===== src/rtl/c17_dmr_array.sv =====
// c17 benchmark array with dual-modular redundancy per channel.
// A copy/B copy mismatch drives a RUN/FAULT FSM plus sticky flags and a counter.
module c17_dmr_array #(
    parameter int CH            = 4,
    parameter int CNT_W         = 8,
    parameter int HOLD_ON_FAULT = 1
) (
    input  logic             clk,
    input  logic             rst_n,
    input  logic             en,
    input  logic             clr,
    input  logic [CH-1:0]    N1,
    input  logic [CH-1:0]    N2,
    input  logic [CH-1:0]    N3,
    input  logic [CH-1:0]    N6,
    input  logic [CH-1:0]    N7,
    input  logic [CH-1:0]    inj,
    output logic [CH-1:0]    N22,
    output logic [CH-1:0]    N23,
    output logic             vld,
    output logic             fault,
    output logic [CH-1:0]    err_ch,
    output logic [CNT_W-1:0] err_cnt
);

    localparam logic [0:0] RUN   = 1'b0;
    localparam logic [0:0] FAULT = 1'b1;
    localparam logic [CNT_W-1:0] CNT_MAX = '1;

    logic [CH-1:0]    n1_q, n2_q, n3_q, n6_q, n7_q, inj_q;
    logic             s1_v_q;
    logic [CH-1:0]    n22_q, n23_q;
    logic             vld_q;
    logic [0:0]       state_q, state_d;
    logic [CH-1:0]    err_ch_q, err_ch_d;
    logic [CNT_W-1:0] err_cnt_q, err_cnt_d;

    logic [CH-1:0] a10, a11, a16, a19, a22, a23;
    logic [CH-1:0] b10, b11, b16, b19, b22, b23;
    logic [CH-1:0] mism;
    logic          any_mm;
    logic          frozen;

    // Copy A
    assign a10 = ~(n1_q & n3_q);
    assign a11 = ~(n3_q & n6_q);
    assign a16 = ~(n2_q & a11);
    assign a19 = ~(a11 & n7_q);
    assign a22 = ~(a10 & a16);
    assign a23 = ~(a16 & a19);

    // Copy B, N22 optionally inverted for fault injection
    assign b10 = ~(n1_q & n3_q);
    assign b11 = ~(n3_q & n6_q);
    assign b16 = ~(n2_q & b11);
    assign b19 = ~(b11 & n7_q);
    assign b22 = ~(b10 & b16) ^ inj_q;
    assign b23 = ~(b16 & b19);

    assign mism   = s1_v_q ? ((a22 ^ b22) | (a23 ^ b23)) : '0;
    assign any_mm = |mism;
    assign frozen = (HOLD_ON_FAULT != 0) && ((state_q == FAULT) || any_mm);

    always_comb begin
        state_d   = state_q;
        err_ch_d  = err_ch_q;
        err_cnt_d = err_cnt_q;
        if (clr) begin
            state_d   = RUN;
            err_ch_d  = '0;
            err_cnt_d = '0;
        end else if (any_mm) begin
            state_d  = FAULT;
            err_ch_d = err_ch_q | mism;
            if (err_cnt_q != CNT_MAX) begin
                err_cnt_d = err_cnt_q + 1'b1;
            end
        end
    end

    always_ff @(posedge clk or negedge rst_n) begin
        if (!rst_n) begin
            n1_q   <= '0;
            n2_q   <= '0;
            n3_q   <= '0;
            n6_q   <= '0;
            n7_q   <= '0;
            inj_q  <= '0;
            s1_v_q <= 1'b0;
        end else begin
            s1_v_q <= en;
            if (en) begin
                n1_q  <= N1;
                n2_q  <= N2;
                n3_q  <= N3;
                n6_q  <= N6;
                n7_q  <= N7;
                inj_q <= inj;
            end
        end
    end

    always_ff @(posedge clk or negedge rst_n) begin
        if (!rst_n) begin
            n22_q     <= '0;
            n23_q     <= '0;
            vld_q     <= 1'b0;
            state_q   <= RUN;
            err_ch_q  <= '0;
            err_cnt_q <= '0;
        end else begin
            vld_q     <= s1_v_q && !frozen;
            state_q   <= state_d;
            err_ch_q  <= err_ch_d;
            err_cnt_q <= err_cnt_d;
            if (s1_v_q && !frozen) begin
                n22_q <= a22;
                n23_q <= a23;
            end
        end
    end

    assign N22     = n22_q;
    assign N23     = n23_q;
    assign vld     = vld_q;
    assign fault   = (state_q == FAULT);
    assign err_ch  = err_ch_q;
    assign err_cnt = err_cnt_q;

endmodule


===== config.mk =====
export PLATFORM = sky130hd
export DESIGN_NAME = c17_dmr_array
export DESIGN_NICKNAME = d
export VERILOG_FILES = /design/src/rtl/c17_dmr_array.sv
export SDC_FILE = /design/constraint.sdc
export NUM_CORES = 1
export LEC_CHECK = 0
export BUFFER_PORTS_ARGS = -buffer_cell sky130_fd_sc_hd__buf_2
export CORE_ASPECT_RATIO = 1.25
export CORE_UTILIZATION = 51
export CTS_BUF_LIST = sky130_fd_sc_hd__clkbuf_16
export DETAILED_ROUTE_END_ITERATION = 10
export PLACE_DENSITY = 0.89
export SLEW_MARGIN = 20
export SYNTH_ARGS = -nofsm -noshare
export SYNTH_HDL_FRONTEND = slang
export SYNTH_SLANG_ARGS = --single-unit

===== constraint.sdc =====
create_clock -name clk -period 1.8 [get_ports clk]
set_clock_uncertainty 0.05 [all_clocks]
set_input_delay 0.18 -clock clk [delete_from_list [all_inputs] [get_ports clk]]
set_output_delay 0.18 -clock clk [all_outputs]
set_load 0.02 [all_outputs]

==> results.py <==
metrics = {
    "placement": {
        "hpwl_um": 2570,
        "portBuffers": 49,
        "gp_congestion": 0.788,
        "place_area_mm2": 0.00220,
    },
    "power_and_ir_drop": {
        "ir_worst_vdd_v": 0.00119,
        "p_int_mw": 2.18,
        "p_clk_share_pct": 40.0,
        "seqPwrFrac_pct": 44.2,
        "power_density_mw_per_mm2": 1210,
        "netSwitchingPower_mw": 0.735,
        "pwr-share-comb_pct": 15.8,
        "swShare_pct": 25.2,
        "power.leakage_nw": 1.17,
    },
    "synth": {
        "mappedNetlistArea_mm2": 0.00190,
        "yosysWarningCount": 0,
        "syn_area_per_cell_um2": 12.4,
        "synth_fp_nets": 182,
        "synth-seq-area-share_pct": 62.0,
        "yosys_register_bits": 47,
        "synth_cell_type_count": 28,
        "synthCells": 153,
    },
    "floorplanning": {
        "core_mm2": 0.00351,
        "die_x_um": 56.5,
        "io_pins": 50,
        "start_util_pct": 54.0,
        "dieArea_mm2": 0.00397,
        "die_h_um": 70.2,
        "fp-row-count": 24,
    },
    "cts": {
        "cts_max_level": 2,
        "numCtsBuffers": 5,
        "post_cts_resize_count": 0,
        "root_buffer": "clkbuf_16",
        "cts_sinks": 47,
        "clkTransAtPathRegs_ps": 60,
        "clk_path_buf_depth": 2,
        "cts_tree": "done",
        "insertion_delay_ps": 290,
    },
    "setup_path": {
        "cp_slowest_cell": "or4_1",
        "critical_path_class": "flip-flop to flip-flop",
        "setup.worst_path.end_class": "flip-flop",
        "slowest_delay_ps": 470,
        "cp.required_ps": 1960,
        "cp_max_fo": 5,
        "arrival_ps": 1850,
        "path_cells": "ha_1 > nand4_1 > o21ai_2 > or4_1 > a21oi_1",
        "worstSetupStartpointType": "flip-flop",
    },
    "grt": {
        "grt_pass1_vias": 1469,
        "grt_max_degree": 26,
        "grt_pass1_wl_um": 6440,
        "grt_usage_pct": 21.0,
        "antenna_found_initial": 0,
        "overflow": 0,
    },
    "drt": {
        "num_vias": 1380,
        "drc": 0,
        "vias_per_cell": 5.54,
        "dr.pass1.iters": 4,
        "totalWireLength_um": 3690,
        "wire_per_inst_um": 14.8,
        "drtIter0Drc": 52,
        "postRouteAntennaNets": 0,
    },
    "timing": {
        "grt_setup_unrepaired": "no",
        "whs_ps": 72.3,
        "fin_tns_setup_ps": 0,
        "setup_violations": 0,
        "tightest_slew_ps": 556,
        "layout_min_cycle_time_ps": 1690,
        "fin_crit_sh_pct": 94.0,
        "slew_headroom_pct": 62.9,
        "fmax_ghz": 0.591,
        "report.final.hold_viol_count": 0,
        "slew_violations": 0,
    },
    "hold_path": {
        "min_path_type": "input port to flip-flop",
    },
    "final_layout": {
        "final_core_util_pct": 68.6,
        "fill_cells": 262,
        "multiInputGateArea_um2": 692,
        "post-route-cell-area_mm2": 0.00241,
        "layout.cells.most_common": "buf_2",
        "regArea_mm2": 0.00118,
        "layout.nets": 238,
        "layout-drive-gt1-share_pct": 41.0,
        "largest_register_ffs": 8,
        "syn2layout_area_growth_pct": 27.1,
        "layout_common_cells": "buf_2 (49), dfrtp_1 (47), mux2_2 (24), nand2_1 (15), nor2_1 (13)",
        "antennaDiodeCount": 0,
    },
    "status": {
        "status": "completed",
    },
    "run": {
        "maxCapViolCount": 0,
    },
}
through the flow:
step                      std cells  setup WS [ps]  power [mW]
final                           249            109        2.92
after global routing            249           1.31        3.05
after CTS                       248           85.4        2.94
after detailed placement        239           86.7        1.76
after global placement          239            148        1.74
after floorplan                 153           79.9        1.57
cells by family (layout without fill, tap and decap cells):
logic type               after synthesis  in the layout  synth area share [%]
AND/OR/NAND/NOR                       39             39                  9.04
flip-flops                            47             47                  62.0
multiplexers                          27             27                  15.8
AO/OA/AOI/OAI                         29             29                  9.56
XOR/XNOR                               3              3                  1.39
adder cells (fa/ha/maj)                1              1                 0.660
buffers and inverters                  7             64                  1.52
worst max-delay path: cells and delay by family (launching register included):
family | cells | cell delay (ps)
AOI/OAI and AO/OA | 2 | 270
adders and majority gates | 1 | 220
DFF | 1 | 420
and+or+nand+nor | 2 | 650
path summary, 6_finish.rpt:
check	start	end	slack (ps)	cells after the start
worst min-delay path	N3[0]	n3_q[0]	70	2
worst max-delay path	err_cnt[1]	err_cnt[5]	110	5
worst min register to register	N23[1]	N23[1]	430	2
worst max register to register	err_cnt[1]	err_cnt[5]	110	5
min in group asynchronous	rst_n	N22[2]	370	2
max in group asynchronous	rst_n	err_ch[0]	820	3
synth_stat cells:
cell type | instances | share of area, %
buf_2 | 2 | 0.53
inv_1 | 2 | 0.40
or4_1 | 1 | 0.40
nand2b_1 | 1 | 0.33
mux2_2 | 24 | 14
mux2i_1 | 3 | 1.6
nor2_1 | 13 | 2.6
a31oi_1 | 1 | 0.33
o21a_1 | 1 | 0.40
clkbuf_1 | 3 | 0.59
nand2_1 | 15 | 3.0
and3_1 | 1 | 0.33
xor2_1 | 3 | 1.4
ha_1 | 1 | 0.66
o211ai_1 | 2 | 0.79
o21ai_2 | 1 | 0.46
o31ai_1 | 1 | 0.40
nor3_1 | 1 | 0.26
o41a_2 | 1 | 0.66
o21ai_0 | 12 | 3.2
dfrtp_1 | 47 | 62
nand3b_1 | 1 | 0.40
a22oi_1 | 4 | 1.6
nand3_1 | 3 | 0.79
nor4_1 | 2 | 0.66
o41ai_1 | 1 | 0.46
a21oi_1 | 5 | 1.3
nand4_1 | 1 | 0.33
area by class of cell:
type | count | share of cell area [%]
inverter | 2 | 0.311
timing repair buffer | 54 | 12.4
tap | 39 | 2.02
clock inverter | 3 | 2.65
sequential | 47 | 48.8
multi-input combinational | 99 | 28.7
clock buffer | 5 | 5.19
timing repair:
action,4_1_cts,5_1_grt
buffers inserted,0,1
hold endpoints to repair,22,0
hold buffers,1,0
setup endpoints to repair,0,1
per-layer routing:
layer,vias to the layer above,track usage (%),wire length [um]
met4,0,8.94,74
met3,7,4.44,190
met1,672,24.3,1520
met2,44,37.1,1910
met5,-,0,0
li1,657,-,-
power by group through the flow:
stage	sequential [mW]	clock, mW	combinational, mW
floorplan	1.40	0	0.163
global placement	1.30	0	0.439
detailed placement	1.31	0	0.456
CTS	1.29	1.19	0.464
global route	1.30	1.23	0.514
finish	1.29	1.17	0.461
(Power assumes the default switching activity.)
